===== src/rtl/mprj_cfg_pkg.sv =====
// Shared types and defaults for the user-project pad configuration sequencer.
// Optional feature macro: MPRJ_CFG_CLKDIV_EN (programmable serial clock divider).
package mprj_cfg_pkg;

    localparam int NUM_PADS_DEF = 38;
    localparam int CFG_BITS_DEF = 13;

    typedef enum logic [2:0] {
        IDLE,
        FETCH_REQ,
        FETCH_CAP,
        SHIFT,
        LOAD,
        DONE
    } state_t;

    // Cycles from the edge that samples start to the done pulse.
    function automatic int seq_latency(int num_pads, int cfg_bits, int h);
        return num_pads * (2 + 2 * h * cfg_bits) + 2 * h;
    endfunction

endpackage


===== src/rtl/mprj_io_cfg_sequencer_if.sv =====
// Store-read, pad-chain and control bundle of the pad configuration sequencer.
// Optional feature macro: MPRJ_CFG_CLKDIV_EN adds the clk_div input.
interface mprj_io_cfg_sequencer_if
    import mprj_cfg_pkg::*;
#(
    parameter int NUM_PADS = NUM_PADS_DEF,
    parameter int CFG_BITS = CFG_BITS_DEF
);
    localparam int AW = (NUM_PADS > 1) ? $clog2(NUM_PADS) : 1;

    logic                start;
    logic                cfg_rd;
    logic [AW-1:0]       cfg_addr;
    logic [CFG_BITS-1:0] cfg_rdata;
    logic                serial_clock;
    logic                serial_data;
    logic                serial_load;
    logic                busy;
    logic                done;
`ifdef MPRJ_CFG_CLKDIV_EN
    logic [3:0]          clk_div;

    modport master (
        input  start, cfg_rdata, clk_div,
        output cfg_rd, cfg_addr, serial_clock, serial_data,
        output serial_load, busy, done
    );
    modport slave (
        output start, cfg_rdata, clk_div,
        input  cfg_rd, cfg_addr, serial_clock, serial_data,
        input  serial_load, busy, done
    );
`else
    modport master (
        input  start, cfg_rdata,
        output cfg_rd, cfg_addr, serial_clock, serial_data,
        output serial_load, busy, done
    );
    modport slave (
        output start, cfg_rdata,
        input  cfg_rd, cfg_addr, serial_clock, serial_data,
        input  serial_load, busy, done
    );
`endif

endinterface


===== src/rtl/mprj_cfg_serializer.sv =====
// Word serializer: shift register, bit counter and half-period timer.
// Optional feature macro: MPRJ_CFG_CLKDIV_EN (half period = clk_div+1).
module mprj_cfg_serializer
    import mprj_cfg_pkg::*;
#(
    parameter int CFG_BITS = CFG_BITS_DEF
) (
    input  logic                clock,
    input  logic                resetb,
`ifdef MPRJ_CFG_CLKDIV_EN
    input  logic                latch,
    input  logic [3:0]          clk_div,
`endif
    input  logic                load,
    input  logic [CFG_BITS-1:0] word,
    input  logic                shift_en,
    input  logic                wait_en,
    output logic                sclk,
    output logic                sdata,
    output logic                bit_done
);

    localparam int BW = (CFG_BITS > 1) ? $clog2(CFG_BITS) : 1;

    logic [CFG_BITS-1:0] sr;
    logic [BW-1:0]       bit_cnt;
    logic                half;
    logic                run;
    logic                tick;

    assign run = shift_en | wait_en;

`ifdef MPRJ_CFG_CLKDIV_EN
    logic [3:0] div_q;
    logic [3:0] hcnt;

    assign tick = (hcnt == 4'd0);

    always_ff @(posedge clock or negedge resetb) begin
        if (!resetb) begin
            div_q <= 4'd0;
            hcnt  <= 4'd0;
        end else begin
            if (latch)
                div_q <= clk_div;
            if (load)
                hcnt <= div_q;
            else if (run)
                hcnt <= tick ? div_q : hcnt - 4'd1;
        end
    end
`else
    assign tick = 1'b1;
`endif

    // half tracks the clock phase in both modes; sclk only toggles when shifting
    always_ff @(posedge clock or negedge resetb) begin
        if (!resetb) begin
            sr      <= '0;
            bit_cnt <= '0;
            half    <= 1'b0;
            sclk    <= 1'b0;
        end else if (load) begin
            sr      <= word;
            bit_cnt <= BW'(CFG_BITS - 1);
            half    <= 1'b0;
            sclk    <= 1'b0;
        end else if (run && tick) begin
            half <= ~half;
            sclk <= shift_en & ~half;
            if (half && shift_en) begin
                sr      <= sr << 1;
                bit_cnt <= bit_cnt - 1'b1;
            end
        end
    end

    assign sdata    = sr[CFG_BITS-1];
    assign bit_done = run & tick & half & (wait_en | (bit_cnt == '0));

endmodule


===== src/rtl/mprj_io_cfg_sequencer.sv =====
// Loads every user-project pad's config word into the serial pad-control chain.
// Optional feature macro: MPRJ_CFG_CLKDIV_EN (programmable serial clock divider).
module mprj_io_cfg_sequencer
    import mprj_cfg_pkg::*;
#(
    parameter int NUM_PADS = NUM_PADS_DEF,
    parameter int CFG_BITS = CFG_BITS_DEF
) (
    input logic                    clock,
    input logic                    resetb,
    mprj_io_cfg_sequencer_if.master bus
);

    localparam int AW = (NUM_PADS > 1) ? $clog2(NUM_PADS) : 1;

    state_t        state;
    state_t        state_n;
    logic [AW-1:0] pad;
    logic [AW-1:0] pad_n;
    logic          bit_done;
    logic          sclk;
    logic          sdata;
    logic          rd_q;
    logic [AW-1:0] addr_q;
    logic          load_q;
    logic          busy_q;
    logic          done_q;

    mprj_cfg_serializer #(
        .CFG_BITS (CFG_BITS)
    ) u_ser (
        .clock    (clock),
        .resetb   (resetb),
`ifdef MPRJ_CFG_CLKDIV_EN
        .latch    ((state == IDLE) && bus.start),
        .clk_div  (bus.clk_div),
`endif
        .load     (state == FETCH_CAP),
        .word     (bus.cfg_rdata),
        .shift_en (state == SHIFT),
        .wait_en  (state == LOAD),
        .sclk     (sclk),
        .sdata    (sdata),
        .bit_done (bit_done)
    );

    always_ff @(posedge clock or negedge resetb) begin
        if (!resetb) begin
            state <= IDLE;
            pad   <= '0;
        end else begin
            state <= state_n;
            pad   <= pad_n;
        end
    end

    always_comb begin
        state_n = state;
        pad_n   = pad;
        unique case (state)
            IDLE: if (bus.start) begin
                state_n = FETCH_REQ;
                pad_n   = AW'(NUM_PADS - 1);
            end
            FETCH_REQ: state_n = FETCH_CAP;
            FETCH_CAP: state_n = SHIFT;
            SHIFT: if (bit_done) begin
                if (pad == '0) begin
                    state_n = LOAD;
                end else begin
                    state_n = FETCH_REQ;
                    pad_n   = pad - 1'b1;
                end
            end
            LOAD:    if (bit_done) state_n = DONE;
            DONE:    state_n = IDLE;
            default: state_n = IDLE;
        endcase
    end

    // Outputs are decoded from the next state so they leave straight from flops
    always_ff @(posedge clock or negedge resetb) begin
        if (!resetb) begin
            rd_q   <= 1'b0;
            addr_q <= '0;
            load_q <= 1'b0;
            busy_q <= 1'b0;
            done_q <= 1'b0;
        end else begin
            rd_q   <= (state_n == FETCH_REQ);
            addr_q <= (state_n == FETCH_REQ) ? pad_n : '0;
            load_q <= (state_n == LOAD);
            busy_q <= (state_n != IDLE) && (state_n != DONE);
            done_q <= (state_n == DONE);
        end
    end

    assign bus.cfg_rd       = rd_q;
    assign bus.cfg_addr     = addr_q;
    assign bus.serial_clock = sclk;
    assign bus.serial_data  = sdata;
    assign bus.serial_load  = load_q;
    assign bus.busy         = busy_q;
    assign bus.done         = done_q;

endmodule


===== src/flat_wrapper.sv =====
// flat-port wrapper written by rule: the top's interface ports become plain ports
module mprj_io_cfg_sequencer_flat import mprj_cfg_pkg::*;
#(
    parameter int NUM_PADS = NUM_PADS_DEF,
    parameter int CFG_BITS = CFG_BITS_DEF
)
  (clock, resetb, bus_start, bus_cfg_rdata, bus_cfg_rd, bus_cfg_addr, bus_serial_clock, bus_serial_data, bus_serial_load, bus_busy, bus_done);
  mprj_io_cfg_sequencer_if #(.NUM_PADS(NUM_PADS), .CFG_BITS(CFG_BITS)) bus_i ();
  input logic clock;
  input logic resetb;
  input wire logic [$bits(bus_i.start)-1:0] bus_start;
  input wire logic [$bits(bus_i.cfg_rdata)-1:0] bus_cfg_rdata;
  output wire logic [$bits(bus_i.cfg_rd)-1:0] bus_cfg_rd;
  output wire logic [$bits(bus_i.cfg_addr)-1:0] bus_cfg_addr;
  output wire logic [$bits(bus_i.serial_clock)-1:0] bus_serial_clock;
  output wire logic [$bits(bus_i.serial_data)-1:0] bus_serial_data;
  output wire logic [$bits(bus_i.serial_load)-1:0] bus_serial_load;
  output wire logic [$bits(bus_i.busy)-1:0] bus_busy;
  output wire logic [$bits(bus_i.done)-1:0] bus_done;
  assign bus_i.start = bus_start;
  assign bus_i.cfg_rdata = bus_cfg_rdata;
  assign bus_cfg_rd = bus_i.cfg_rd;
  assign bus_cfg_addr = bus_i.cfg_addr;
  assign bus_serial_clock = bus_i.serial_clock;
  assign bus_serial_data = bus_i.serial_data;
  assign bus_serial_load = bus_i.serial_load;
  assign bus_busy = bus_i.busy;
  assign bus_done = bus_i.done;
  mprj_io_cfg_sequencer #(.NUM_PADS(NUM_PADS), .CFG_BITS(CFG_BITS)) u_core (.clock(clock), .resetb(resetb), .bus(bus_i));
endmodule

===== config.mk =====
export PLATFORM = sky130hd
export DESIGN_NAME = mprj_io_cfg_sequencer_flat
export DESIGN_NICKNAME = d
export VERILOG_FILES = /design/src/rtl/mprj_cfg_pkg.sv /design/src/rtl/mprj_io_cfg_sequencer_if.sv /design/src/rtl/mprj_cfg_serializer.sv /design/src/rtl/mprj_io_cfg_sequencer.sv /design/src/flat_wrapper.sv
export SDC_FILE = /design/constraint.sdc
export NUM_CORES = 1
export LEC_CHECK = 0
export ABC_AREA = 1
export BUFFER_PORTS_ARGS = -buffer_cell sky130_fd_sc_hd__buf_2
export CORE_MARGIN = 3
export CORE_UTILIZATION = 52
export CTS_CLUSTER_SIZE = 16
export DETAILED_ROUTE_END_ITERATION = 10
export HOLD_SLACK_MARGIN = 0.05
export MAX_ROUTING_LAYER = met4
export PLACE_DENSITY = 0.85
export SLEW_MARGIN = 0
export SYNTH_ARGS = -nofsm -noshare
export SYNTH_HDL_FRONTEND = slang
export SYNTH_HIERARCHICAL = 1
export SYNTH_SLANG_ARGS = --single-unit

===== constraint.sdc =====
create_clock -name clock -period 2.4 [get_ports clock]
set_input_delay 0.12 -clock clock [delete_from_list [all_inputs] [get_ports clock]]
set_output_delay 0.12 -clock clock [all_outputs]
set_load 0.01 [all_outputs]

==> results.yml <==
critical_path:
  worst_setup_start_kind: "register"
  worst-r2r-cell-count: 12
  timing.critical_path.to_type: "register"
  crit_type: "register to register"
  regToRegEndpoint: "u_core/bus.cfg_addr[3]"
  worst-r2r-setup-slack_ps: 270
  critPathArrivalTime_ps: 2360
  worstPathMaxFanout: 10
  crit_required_ps: 2640
  crit-reg2reg-launch: "u_core/state[2]"
hold_path:
  timing.hold.worst.class: "primary input to register"
  hold_endpoint: "u_core/u_ser/sr[7]"
  hp-start: "bus_cfg_rdata[7]"
  min_delay_path_depth: 3
power:
  pwr_density_cell_nw_per_um2: 493
  ir_drop_mv: 0.444
  leakage_power_total_nw: 1.19
run:
  cap_violations: 0
global_routing:
  grt_max_degree: 39
  antenna_found_initial: 0
  globalRouteTotalUtil_pct: 20.0
  remaining_global_route_overflow: 0
  grt_pass1_wl_um: 6270
  vias_in_the_first_global_route: 1480
synthesis:
  ys_async_sr_fraction_pct: 100
  yosys_register_bits: 38
  yosys-top-cells-count: "49 x sky130_fd_sc_hd__nand2_1, 38 x sky130_fd_sc_hd__dfrtp_1, 34 x sky130_fd_sc_hd__inv_1"
  share_of_synthesized_area_occupied_by_flip_flops_and_latches_pct: 51.9
  post-synth-top-area-fraction_pct: 51.9
  synth_ff_type: "sky130_fd_sc_hd__dfrtp_1"
  yosys-top-cells-area: "sky130_fd_sc_hd__dfrtp_1 52%, sky130_fd_sc_hd__nand2_1 10%, sky130_fd_sc_hd__nand3_1 9.0%"
  yosysTopAreaCell: "sky130_fd_sc_hd__dfrtp_1"
  synth.most_common_cell: "sky130_fd_sc_hd__nand2_1"
  synth.yosys.warnings: 6
  synth-edff-count: 0
  synthDistinctLibCells: 25
  average_size_of_a_mapped_cell_um2: 8.25
  mappedNetlistArea_um2: 1830
  netlist_instances: 222
  syn-num-nets: 240
placed_design:
  detailedPlace.worstSlack_ps: 301
  detailed_place_hpwl_um: 2550
  gpl.final_weighted_congestion: 0.889
  placement.cell_area_um2: 2010
  portBuffers: 27
floorplan:
  i_o_pin_total: 28
  floorplan.rows: 20
  fp.dieW_um: 65.3
  start_util_pct: 57.1
  die-area_um2: 4270
  core_area_um2: 3200
  dieHeight_um: 65.3
clock_network:
  clk_pin_slew_worst_paths_ps: 110
  tritoncts: "yes"
  post_cts_resize_count: 0
  cts_inserted_buffers: 5
  clk_path_buf_depth: 2
  cts_root_buffer: "sky130_fd_sc_hd__clkbuf_4"
  cts.htree.levels: 2
  post_cts_hold_buffer_count: 11
  worst_skew_pair.late_latency_ps: 340
  postcts_setup_bufs: 0
  tritoncts_num_sinks: 38
cells_and_area:
  fin_nets: 284
  antennaDiodeCount: 0
  layout-area-overhead-vs-synth_pct: 20.2
  layout.core_utilization_pct: 68.7
  layout.cell_area.non_filler_um2: 2200
  final_layout_size_suffix_gt1_share_pct: 20.6
timing:
  timing.final.hold_violations: 0
  setup_repair_after_global_routing_missed_its_margin: "no"
  post-route-min-period_ps: 2130
  finalCritPeriodShare_pct: 88.7
  fin_skew_ps: 6.72
  finalSetupTns_ps: 0
  fin_ws_ps: 271
  relSlewSlack_pct: 47.1
  maxClockFrequency_ghz: 0.470
  final-setup-viol-count: 0
  worst_pin_slew_ps: 793
  slew_violations: 0
routing:
  drc: 0
  dr_vias_cell: 4.90
  detailroute.via_count: 1523
  count_of_tritonroute_iterations_in_the_first_routing_pass: 4
  detailedRoute.firstIterationViolations: 122
  detail-route-antenna-nets: 0
  routed_wire_length_per_instance_um: 11.5
  drt-total-wl_um: 3580
run_status:
  result_of_the_run: "completed"
## state kept, by name (all words and copies together), names as in the netlist
| name | flops |
|---|---|
| u_core/u_ser/sr | 13 |
| u_core/u_ser/sclk | 1 |
| u_core/bus.cfg_addr | 6 |
| u_core/state | 3 |
| u_core/u_ser/bit_cnt | 4 |
| u_core/bus.serial_load | 1 |
| u_core/bus.cfg_rd | 1 |
| u_core/bus.done | 1 |
| u_core/pad | 6 |
| u_core/bus.busy | 1 |
| u_core/u_ser/half | 1 |
## cell families (layout without fill, tap and decap cells)
family | after synthesis | count (layout) | share of synthesized area [%]
fa+ha+maj | 2 | 2 | 1.37
flops | 38 | 38 | 51.9
buf+inv | 43 | 88 | 9.91
simple gates | 116 | 116 | 29.6
compound gates | 22 | 22 | 6.70
xor+xnor | 1 | 1 | 0.479
## worst max path at each step
stage	from	to	slack [ps]	cells after the start
2_1_floorplan	u_core/state[2]	u_core/bus.cfg_addr[3]	220	12
3_3_place_gp	u_core/state[2]	u_core/bus.cfg_addr[3]	370	12
3_5_place_dp	u_core/state[2]	u_core/bus.cfg_addr[3]	300	12
4_1_cts	u_core/state[2]	u_core/bus.cfg_addr[3]	270	12
5_1_grt	u_core/state[2]	u_core/bus.cfg_addr[3]	100	12
6_report	u_core/state[2]	u_core/bus.cfg_addr[3]	270	12
## metrics by stage
stage	cells	total power [mW]	hold WS, ps
after floorplan	222	0.661	-176
after global placement	292	0.686	253
after detailed placement	292	0.687	251
after CTS	311	1.09	65.3
after global routing	311	1.13	72.8
final	311	1.08	68.1
## layout by cell type (no fill, tap or decap), types with 5 or more instances in the layout
| cell type | n |
|---|---|
| sky130_fd_sc_hd__nand3_1 | 33 |
| sky130_fd_sc_hd__nand2_1 | 49 |
| sky130_fd_sc_hd__clkbuf_4 | 5 |
| sky130_fd_sc_hd__o21ai_0 | 12 |
| sky130_fd_sc_hd__buf_2 | 27 |
| sky130_fd_sc_hd__nor2_1 | 21 |
| sky130_fd_sc_hd__inv_1 | 34 |
| sky130_fd_sc_hd__dfrtp_1 | 38 |
| sky130_fd_sc_hd__dlygate4sd3_1 | 11 |
## routing by layer
metal  GRT usage, %  up-vias  wire [µm]
met5              -        -          0
met4           7.25        0         87
met3           6.15        8        126
met2           31.9       30       1760
met1           24.0      699       1620
li1               -      786          -
## worst max-delay path: stages, from the launching register on
cell and delay, ps:
sky130_fd_sc_hd__dfrtp_1 440, sky130_fd_sc_hd__nor3_4 210, sky130_fd_sc_hd__nand2_2 120, sky130_fd_sc_hd__inv_2 160, sky130_fd_sc_hd__nand2_1 90, sky130_fd_sc_hd__o22ai_1 190
sky130_fd_sc_hd__inv_2 110, sky130_fd_sc_hd__nor2_4 130, sky130_fd_sc_hd__nand3_2 120, sky130_fd_sc_hd__nand2_2 110, sky130_fd_sc_hd__inv_1 80, sky130_fd_sc_hd__a21oi_1 180
sky130_fd_sc_hd__nor2_1 60
## final cells by class
cell class	count	area, µm²
inverters	39	149
flip-flops and latches	38	951
repair buffers	41	268
fillers	273	1000
clock buffers	8	78.8
well taps	44	55.1
multi-input cells	141	698
## power by group
part	total, mW	internal (mW)	leakage [nW]	switching [mW]
sequential	0.645	0.643	0.466	0.00177
clock	0.397	0.200	0.0446	0.197
combinational	0.0424	0.0227	0.682	0.0197
total	1.08	0.866	1.19	0.219
Power figures use the tool's default switching activity.
